==> config.mk <==
export PLATFORM = sky130hd
export DESIGN_NAME = task_1
export DESIGN_NICKNAME = d
export VERILOG_FILES = /design/src/rtl/task_1.sv
export SDC_FILE = /design/constraint.sdc
export NUM_CORES = 1
export LEC_CHECK = 0
export CAP_MARGIN = 10
export CELL_PAD_IN_SITES_DETAIL_PLACEMENT = 1
export CELL_PAD_IN_SITES_GLOBAL_PLACEMENT = 1
export CORE_AREA = 2 2 39 41
export DETAILED_ROUTE_END_ITERATION = 8
export DIE_AREA = 0 0 41 43
export PLACE_DENSITY = 0.64
export SYNTH_ARGS = -nofsm -noshare
export SYNTH_HDL_FRONTEND = slang
export SYNTH_SLANG_ARGS = --single-unit
==> constraint.sdc <==
create_clock -name i_w_clk -period 0.8 [get_ports i_w_clk]
set_input_delay 0.24 -clock i_w_clk [delete_from_list [all_inputs] [get_ports i_w_clk]]
set_output_delay 0.24 -clock i_w_clk [all_outputs]
set_load 0.01 [all_outputs]
==> src/rtl/task_1.sv <==
// Registered single-digit seven-segment decoder, active-high segments {g,f,e,d,c,b,a}.
// Define TASK1_HEX_EN to show hex glyphs A..F for inputs 10..15; otherwise those inputs blank.
module task_1 (
  input  logic       i_w_clk,
  input  logic       i_w_rst_n,
  input  logic [3:0] i_w_in,
  output logic [6:0] o_w_7seg
);

  logic [6:0] seg_d;
  logic [6:0] seg_q;

  // Unmatched values, including X/Z in simulation, fall through to blank.
  always_comb begin
    seg_d = 7'h00;
    case (i_w_in)
      4'd0:    seg_d = 7'h3F;
      4'd1:    seg_d = 7'h06;
      4'd2:    seg_d = 7'h5B;
      4'd3:    seg_d = 7'h4F;
      4'd4:    seg_d = 7'h66;
      4'd5:    seg_d = 7'h6D;
      4'd6:    seg_d = 7'h7D;
      4'd7:    seg_d = 7'h07;
      4'd8:    seg_d = 7'h7F;
      4'd9:    seg_d = 7'h6F;
`ifdef TASK1_HEX_EN
      4'd10:   seg_d = 7'h77;
      4'd11:   seg_d = 7'h7C;
      4'd12:   seg_d = 7'h39;
      4'd13:   seg_d = 7'h5E;
      4'd14:   seg_d = 7'h79;
      4'd15:   seg_d = 7'h71;
`endif
      default: seg_d = 7'h00;
    endcase
  end

  always_ff @(posedge i_w_clk or negedge i_w_rst_n) begin
    if (!i_w_rst_n) begin
      seg_q <= 7'h00;
    end else begin
      seg_q <= seg_d;
    end
  end

  assign o_w_7seg = seg_q;

endmodule

==> results.tsv, run 1 <==
metric	value	unit
cts-root-buf	clkbuf_4	
core_area	0.00138	sq mm
synth_seq_area_share	46.5	%
initial_core_util	27.2	%
drt-initial-drc-count	0	
synthMostInstantiatedCell	dfrtp_1	
violations	negative setup slack	
finalMaxSlewViolations	0	
post_cts_buffers	0	
finalNonFillerCells	68	
synth_largest_area_cell	dfrtp_1	
remaining_drc_errors	0	
hp-class	input port to async pin	
routed_via_density	4.26	
numCtsBuffers	3	
htreeDepth	1	
dp_cells	64	
die_x	41	um
finalCritPeriodShare	121	%
critical_path_buf_inv_count	1	
synth-edff-count	0	
cts_num_sinks	7	
cts_hold_buffers	0	
hold_viol	0	
synth_ff_type	dfrtp_1	
wire_per_inst	11.0	um
rsz0062_at_grt	true	
ys_types	15	
track_usage	9.43	%
detail-route-antenna-nets	0	
ios	13	
clkTransAtPathRegs	0.05	ns
whs	0.247	ns
syn-instance-count	33	
num_vias	290	
grt_pass1_vias	276	
netlist_top_cells_area	dfrtp_1, ha_1, o21ai_0, inv_1, nor2b_4	
syn_area	377	sq um
grt_max_degree	8	
rows	14	
largest_reg_flops	7	
syn_to_final_growth	55.8	%
gp_congestion	0.733	
cpPeakStageDelay	0.37	ns
die_h	43	um
vdd_ir_drop_max	0.421	mV
cp.required	0.56	ns
status	complete, but fails checks	
cellLeakagePower	0.280	nW
tightest_slew	0.288	ns
slew_headroom	80.8	%
cts_tree	built	
yosysWarnings	0	
crit_type	register to output pin	
dieArea	0.00176	sq mm
overflow	0	
dp_hpwl	627	um
antenna_found_initial	0	
fin_crit	0.966	ns
grt_pass1_wl	1060	um
synth_common_cells	dfrtp_1, ha_1, inv_1, o21ai_0	
arrival	0.73	ns
setup-violations-final	7	
syn_area_per_cell	11.4	sq um
first_pass_iters	1	
drive_gt1_share	59.6	%
synth.net_count	45	
async_flop_share	100	%
cpMaxStageDelayCell	dfrtp_1	
yosysTopAreaCellShare	46.5	%
numPortBuffers	12	
path_delay_family	flip-flops	
ys_seq_elements	7	
cp-start-kind	register	
cts.path.max_buffers	2	
crit_fanout	1	
crit_chain	buf_6	
drv_cap	0	
fmax	1030	MHz
final_nets	65	
finalPower	0.000909	W
powerDensity	1550	mW/mm^2
fin_ws	-0.166	ns
antenna_cells	0	
wl	746	um
critPathCaptureType	output pin	
-- cells in the final DEF (no fill, tap or decap), drive strengths merged --
master,Yosys,layout
buf,0,12
dfrtp,7,7
ha,6,6
inv,5,5
o21ai,5,5
clkbuf,0,4
a21oi,2,2
o22ai,2,2
nand2,1,1
nor2b,1,1
a22o,1,1
nor2,1,1
a21o,1,1
xnor2,1,1
dlygate4sd2,0,1
clkdlybuf4s15,0,1
clkdlybuf4s50,0,1
-- worst max path at each step --
stage                               start                    end  slack, ns  cells after the start
detailed placement              i_w_in[0]  o_w_7seg[1]$_DFF_PN0_      -0.61                      4
global route        o_w_7seg[5]$_DFF_PN0_            o_w_7seg[5]      -0.20                      1
floorplan                       i_w_in[0]  o_w_7seg[4]$_DFF_PN0_     -0.005                      3
CTS                 o_w_7seg[3]$_DFF_PN0_            o_w_7seg[3]      -0.18                      1
global placement                i_w_in[0]  o_w_7seg[4]$_DFF_PN0_      -0.57                      4
finish              o_w_7seg[3]$_DFF_PN0_            o_w_7seg[3]      -0.17                      1
-- metal layers --
metal  part of all wire [%]  GRT usage [%]  up-vias
li1                       -              -      146
met2                     60           17.5       12
met5                      0              0        -
met4                      0           8.00        0
met1                     30           7.31      132
met3                     10           1.57        0
-- power breakdown --
part | switching [W] | internal [W] | leakage [nW]
clock network | 0.000108 | 0.000189 | 0.0150
logic | 0.000113 | 0.000105 | 0.180
registers | 0.00000806 | 0.000386 | 0.0853
-- layout make-up --
class | count | area, sq um
inverters | 5 | 23.8
fillers | 158 | 797
flip-flops and latches | 7 | 175
clock buffers | 4 | 26.3
multi-input cells | 21 | 231
repair buffers | 15 | 110
well taps | 16 | 20.0
-- per-stage QoR --
stage | TNS (ns) | cell area (sq um) | util [%] | setup slack, ns
floorplan | -0.00543 | 379 | - | -0.00543
global placement | -5.73 | 542 | 39.2 | -0.573
detailed placement | -6.01 | 542 | 39.2 | -0.613
CTS | -1.20 | 562 | 40.6 | -0.177
global route | -1.34 | 587 | 42.4 | -0.197
finish | -1.12 | 587 | 42.4 | -0.166
-- what timing repair did --
action | in CTS | in global routing
pin swaps | 2 | 2
endpoints found under the hold margin | 0 | 0
endpoints found under the setup margin | 14 | 9
gates resized for setup | 49 | 8
-- cell families (layout without fill, tap and decap cells) --
group                    after synthesis  after routing  synth area share, %
adder cells (fa/ha/maj)                6              6                 19.9
buffers and inverters                  5             24                 4.98
flip-flops                             7              7                 46.5
AO/OA/AOI/OAI                         11             11                 20.6
AND/OR/NAND/NOR                        3              3                 5.65
XOR/XNOR                               1              1                 2.33
Note: power is estimated with default switching activity, not from simulation.
==> run 2: changes to the inputs <==
Settings changed: SKIP_CTS_REPAIR_TIMING set to 1.
==> run 2 against run 1 <==
Net effect: the run still ends with negative setup slack left; maximum frequency is 1.1% higher; routed wire length is 5.2% lower; design area is 9.2% lower; critical path depth stayed put; sequential power hardly changed; first-iteration DRC count stayed put; flip-flop and latch count stayed put; combinational power is 15% lower; largest cell class unchanged.
==> results.tsv, run 2 (synthesized netlist as in run 1, its figures left out) <==
metric	value	unit
finalCritPeriodShare	120	%
dp_cells	64	
p_seq_share	44.9	%
grt_pass1_wl	1100	um
wl	707	um
clkTransAtPathRegs	0.05	ns
die_x	41	um
cp-start-kind	register	
rsz0062_at_grt	true	
cts.path.max_buffers	2	
regArea	175	sq um
status	complete, but fails checks	
swShare	24.5	%
cpPeakStageDelay	0.36	ns
antenna_found_initial	0	
final_nets	65	
p_switching	0.000214	W
path_delay_family	flip-flops	
fin_crit	0.956	ns
drv_cap	0	
wire_per_inst	10.4	um
finalNonFillerCells	68	
nFillCells	163	
grt_max_degree	8	
arrival	0.72	ns
numPortBuffers	12	
powerDensity	1640	mW/mm^2
overflow	0	
p_int	0.000660	W
drt-initial-drc-count	0	
num_vias	288	
largest_reg_flops	7	
hp-class	input port to async pin	
track_usage	9.74	%
crit_fanout	1	
crit_chain	clkbuf_2	
tightest_slew	0.287	ns
crit_type	register to output pin	
critical_path_buf_inv_count	1	
finalMaxSlewViolations	0	
layout_commonest_cell	clkbuf_2	
whs	0.248	ns
cts-root-buf	clkbuf_4	
post-place-ws	-0.613	ns
setup-violations-final	7	
cellLeakagePower	0.292	nW
initial_core_util	27.2	%
ios	13	
fin_ws	-0.156	ns
rows	14	
gp_congestion	0.733	
antenna_cells	0	
hold_viol	0	
core_area	0.00138	sq mm
finish.instance_area	533	sq um
mostFrequentLayoutCells	clkbuf_2, dfrtp_1, ha_1	
dpl_cell_area	542	sq um
dp_hpwl	627	um
htreeDepth	1	
grt_pass1_vias	277	
first_pass_iters	1	
vdd_ir_drop_max	0.402	mV
numCtsBuffers	3	
cts_tree	built	
routed_via_density	4.24	
die_h	43	um
cts_num_sinks	7	
multi_input_area	190	sq um
critPathCaptureType	output pin	
dieArea	0.00176	sq mm
detail-route-antenna-nets	0	
remaining_drc_errors	0	
cp.required	0.56	ns
slew_headroom	80.8	%
violations	negative setup slack	
fmax	1050	MHz
drive_gt1_share	48.1	%
cpMaxStageDelayCell	dfrtp_1	
p_clk_share	33.9	%
syn_to_final_growth	41.5	%
p_comb_share	21.2	%
## run 2: cell count changes in the layout (fill, tap and decap cells not counted), sizes merged
cell and change:
buf -9, clkbuf +9, dlymetal6s2s +2, clkdlybuf4s15 -1
dlygate4sd2 -1
## run 2: power groups by stage
stage               logic (W)  clock network, W  registers [W]
finish               0.000185          0.000296       0.000393
global route         0.000208          0.000341       0.000394
CTS                  0.000221          0.000311       0.000393
detailed placement   0.000220                 0       0.000399
global placement     0.000213                 0       0.000398
floorplan           0.0000703                 0       0.000417
## run 2: worst paths after layout
kind	startpoint	to	slack [ns]	depth (start not counted)
setup / recovery	o_w_7seg[3]$_DFF_PN0_	o_w_7seg[3]	-0.16	1
min in group i_w_clk	i_w_in[2]	o_w_7seg[5]$_DFF_PN0_	0.32	2
max in group asynchronous	i_w_rst_n	o_w_7seg[0]$_DFF_PN0_	0.33	1
hold / removal	i_w_rst_n	o_w_7seg[4]$_DFF_PN0_	0.25	1
## run 2: layout make-up
cell class	instances	area share (%)
Clock buffer	4	4.93
Inverter	5	3.52
Multi-Input combinational cell	21	35.7
Sequential cell	7	32.9
Tap cell	16	3.76
Timing Repair Buffer	15	19.2
## run 2: per-stage QoR
step	TNS [ns]	power [W]	util, %
finish	-1.06	0.000874	38.5
detailed placement	-6.01	0.000618	39.2
floorplan	-0.00543	0.000487	-
CTS	-6.10	0.000925	41.0
global route	-1.31	0.000944	38.5
global placement	-5.73	0.000611	39.2
## run 2: per-layer routing
metal	vias to the layer above	wire, um	global-route usage [%]
li1	146	-	-
met1	130	222	7.97
met2	12	403	17.8
met3	0	81	1.57
met4	0	0	8.00
met5	-	0	0
==> RTL change 1, RTL diff (settings of run 1) <==
Put one more register stage on the output `o_w_7seg`, cleared by the reset. The value now appears one clock later.
--- a/src/rtl/task_1.sv
+++ b/src/rtl/task_1.sv
@@ -45,5 +45,11 @@
   end
 
-  assign o_w_7seg = seg_q;
+  always_ff @(posedge i_w_clk or negedge i_w_rst_n) begin
+    if (!i_w_rst_n) begin
+      o_w_7seg <= '0;
+    end else begin
+      o_w_7seg <= seg_q;
+    end
+  end
 
 endmodule
Function: changed (a bounded check fails within 4 cycles, from zero or initial values and one cycle with i_w_rst_n low).
==> RTL change 1 against run 1 <==
The run still ends with setup timing left. Synthesized cell count grew 21%. Count of clock-buffer cells in the layout fell by 1. Wire length grew 40%. Area after synthesis rose by 47%. Clock power increased by 19%. Sequential share of layout area rose by 17 points. Maximum frequency down 3.9%. Power grew 50%. Sequential cell count increased by 7. Worst setup slack got worse by 0.039 ns. Design area increased by 28%. Non-clock buffer count rose by 3.
==> RTL change 1: results <==
{
  "synth_ff_type": "dfrtp_1",
  "dr_wl_met3_um": 54,
  "setup_slack_ns": -0.205,
  "r2r-start": "seg_q[2]$_DFF_PN0_",
  "peakVddDrop_uv": 664,
  "arrival_ns": 0.77,
  "dr_wl_met2_um": 612,
  "synth_compound_area_frac": 0.141,
  "gr-usage-met1": 0.138,
  "met3_usage": 0.0366,
  "power_frac_comb": 0.165,
  "rr_worst_depth": 0,
  "wl_um": 1040,
  "yosys-top-cells-count": "dfrtp_1 (14), ha_1 (6), inv_1 (5)",
  "num_antenna_cells": 0,
  "intPower_mw": 1.05,
  "io_buffers": 12,
  "crit_path_max_incr_delay_ns": 0.37,
  "path_clk_slew_ns": 0.07,
  "synth_xor_area_frac": 0.0159,
  "status": "finished with violations",
  "crit_fanout": 1,
  "endpoint": "o_w_7seg[2]",
  "synth-async-reset-ratio": 1.00,
  "critPathSlowestCell": "dfrtp_1",
  "htree_levels": 1,
  "drt-initial-drc-count": 3,
  "yosys_warnings": 0,
  "clock_path_buffers": 2,
  "grtUsageMet2": 0.275,
  "final.setup.tns_ns": -1.38,
  "drive_gt1_frac": 0.492,
  "gp_congestion": 0.697,
  "fin_worst_skew_ns": 0.000399,
  "cpLargestDelayFamily": "flip-flops",
  "synthTopCellsByArea": "dfrtp_1 (63%), ha_1 (14%), o21ai_0 (3.6%)",
  "grt_max_degree": 15,
  "first_pass_iters": 2,
  "reg_top3": "o_w_7seg (7), seg_q (7)",
  "slew-limit-headroom": 0.879,
  "grt_pass1_vias": 439,
  "synth_mux_area_frac": 0,
  "fillers": 147,
  "top_layer_used": "met4",
  "grt_use_total": 0.160,
  "p_leak_nw": 0.380,
  "grt_pass1_wl_um": 1800,
  "startpoint": "o_w_7seg[2]$_DFF_PN0_",
  "failed_checks": "setup timing",
  "synth-seq-area-share": 0.635,
  "layout.nets": 75,
  "yosys.area_share.adder": 0.136,
  "wl_met1_um": 332,
  "dpl.hpwl_um": 866,
  "pg_clk_mw": 0.353,
  "place_ws_ns": -0.666,
  "syn_nets": 52,
  "setup_viol": 7,
  "drt-vias-per-instance": 5.10
}
-- RTL change 1: changes by cell type after synthesis, sizes merged --
cell   delta
dfrtp     +7
-- RTL change 1: area by class of cell --
type | instances | area, um2 | area share
Clock buffer | 3 | 22.5 | 0.0299
Tap cell | 16 | 20.0 | 0.0266
Timing Repair Buffer | 18 | 139 | 0.184
Multi-Input combinational cell | 21 | 203 | 0.269
Sequential cell | 14 | 350 | 0.465
Inverter | 5 | 18.8 | 0.0249
-- RTL change 1: timing repair --
| item | CTS | global route |
|---|---|---|
| gates resized for setup | 47 | 2 |
| gates cloned | 0 | 0 |
| pin swaps | 1 | 0 |
| endpoints found under the setup margin | 14 | 8 |
-- RTL change 1: stage by stage --
step	area [um2]	hold WS [ns]	instances	total power, mW
4_1_cts	747	0.298	77	1.38
6_report	753	0.300	77	1.36
3_5_place_dp	752	0.337	74	1.05
2_1_floorplan	554	-0.0556	40	0.883
3_3_place_gp	752	0.332	74	1.03
5_1_grt	753	0.300	77	1.44
==> RTL change 2, RTL diff (flow settings as in run 1) <==
Made on the original files. Build with the macro `TASK1_HEX_EN` defined.
--- a/src/rtl/task_1.sv
+++ b/src/rtl/task_1.sv
@@ -1,4 +1,6 @@
 // Registered single-digit seven-segment decoder, active-high segments {g,f,e,d,c,b,a}.
 // Define TASK1_HEX_EN to show hex glyphs A..F for inputs 10..15; otherwise those inputs blank.
+`define TASK1_HEX_EN
+
 module task_1 (
   input  logic       i_w_clk,
Behaviour: not the same (Yosys sat finds a counterexample within 4 cycles, from zero or initial values and one cycle with i_w_rst_n low).
==> RTL change 2 against run 1 <==
The flow still finishes with violations (setup timing). Critical path depth grew 4. Global-route usage increased by 7.7 points. Design area rose by 41%. Sequential cell count unchanged. Final cell count grew 25%. Power rose by 15%. Wire length rose by 67%. Die area unchanged. Clock power is 6% higher. Area after synthesis is 23% higher. Worst setup slack lost 0.088 ns. Largest cell class unchanged. Highest routed layer unchanged.
==> RTL change 2: results <==
{
  "layout.cells.non_filler": 85,
  "grt_pass1_wl_um": 2060,
  "peakVddDrop_uv": 517,
  "vias": 410,
  "synth_cells": 40,
  "clock_path_buffers": 2,
  "yosys_warnings": 0,
  "syn_nets": 53,
  "fillers": 144,
  "synthTopCellsByArea": "dfrtp_1 (38%), ha_1 (19%), mux2_2 (7.3%)",
  "setup_viol": 14,
  "drt-initial-drc-count": 0,
  "grt_pass1_vias": 474,
  "yosys-top-cells-count": "dfrtp_1 (7), ha_1 (7), inv_1 (5)",
  "grt_use_total": 0.171,
  "layout.nets": 83,
  "crit_fanout": 4,
  "synth_ff_type": "dfrtp_1",
  "crit_path_max_incr_delay_ns": 0.46,
  "status": "finished with violations",
  "htree_levels": 1,
  "p_leak_nw": 0.371,
  "ys_types": 18,
  "arrival_ns": 1.17,
  "root_buffer": "clkbuf_4",
  "synth-async-reset-ratio": 1.00,
  "dpl.cell_count": 78,
  "critPathSlowestCell": "mux4_2",
  "gp_congestion": 0.737,
  "antenna_found_initial": 0,
  "largest_register_ffs": 7,
  "hold_class": "input pin to asynchronous set/reset pin",
  "synth-seq-area-share": 0.378,
  "grt_max_degree": 8,
  "failed_checks": "setup timing",
  "io_buffers": 12,
  "wire_per_inst_um": 14.6,
  "num_antenna_cells": 0,
  "setup_slack_ns": -0.255,
  "dpl.hpwl_um": 893,
  "worst_slew_pin_slew_ns": 0.311,
  "path_clk_slew_ns": 0.05,
  "first_pass_iters": 1,
  "drive_gt1_frac": 0.623,
  "final.setup.tns_ns": -2.46,
  "cts_inserted_buffers": 3
}
## RTL change 2: cell types whose count changed in the layout (fill, tap and decap cells not counted), sizes merged, moves of 2 or more
| cell | before | now |
|---|---|---|
| mux2i | 0 | 2 |
| o21ai | 5 | 0 |
| mux2 | 0 | 3 |
| o22ai | 2 | 0 |
| nor3 | 0 | 2 |
| buf | 12 | 25 |
## RTL change 2: critical path, delay by kind of cell
| family | cells | cell delay [ns] |
|---|---|---|
| muxes | 1 | 0.46 |
| buffers and inverters | 3 | 0.27 |
| adders and majority gates | 1 | 0.19 |
## RTL change 2: area by class of cell
cell class	count	share of cell area
multi-input cells	26	0.405
repair buffers	27	0.269
flip-flops and latches	7	0.212
inverters	5	0.0577
clock buffers	4	0.0319
well taps	16	0.0243
## RTL change 2: routing by layer
layer	vias to the layer above	GRT usage	share of wire	wire length, um
li1	193	-	-	-
met1	206	0.179	0.37	466
met2	11	0.313	0.57	711
met3	0	0.0314	0.053	66
met4	0	0.0600	0	0
met5	-	0	0	0
## RTL change 2: how the worst max path moves through the flow
stage | startpoint | to | slack [ns] | cells after the start
final | i_w_in[0] | o_w_7seg[3]$_DFF_PN0_ | -0.25 | 5
after global routing | i_w_in[0] | o_w_7seg[5]$_DFF_PN0_ | -0.26 | 6
after CTS | i_w_in[0] | o_w_7seg[3]$_DFF_PN0_ | -0.26 | 5
after detailed placement | i_w_in[1] | o_w_7seg[3]$_DFF_PN0_ | -0.95 | 5
after global placement | i_w_in[1] | o_w_7seg[3]$_DFF_PN0_ | -0.92 | 5
after floorplan | i_w_in[1] | o_w_7seg[3]$_DFF_PN0_ | -0.25 | 3
## RTL change 2: power by group
| part | leakage (nW) | internal (mW) | switching [mW] | total (mW) |
|---|---|---|---|---|
| Clock | 0.0150 | 0.190 | 0.126 | 0.316 |
| Sequential | 0.0740 | 0.384 | 0.00665 | 0.391 |
| Combinational | 0.282 | 0.180 | 0.156 | 0.336 |
| Total | 0.371 | 0.754 | 0.288 | 1.04 |
## RTL change 2: cells by family (layout without fill, tap and decap cells)
logic type	count (synthesis)	after routing	share of synthesized area
compound gates	6	6	0.0946
fa+ha+maj	7	7	0.189
buf+inv	7	36	0.0757
flops	7	7	0.378
mux	6	6	0.173
simple gates	7	7	0.0892
## RTL change 2: repair_timing
item | in CTS | in global routing
pin swaps | 1 | 2
gates cloned | 2 | 0
buffers inserted | 2 | 0
gates resized for setup | 55 | 6
setup endpoints to repair | 14 | 14
## RTL change 2: through the flow
step	total power, mW	setup slack (ns)	area, um2	util	hold slack (ns)
detailed placement	0.712	-0.954	742	0.536	0.517
CTS	1.03	-0.260	801	0.579	0.259
finish	1.04	-0.255	825	0.596	0.250
floorplan	0.538	-0.248	534	-	-0.0556
global route	1.12	-0.260	825	0.596	0.264
global placement	0.699	-0.918	742	0.536	0.506
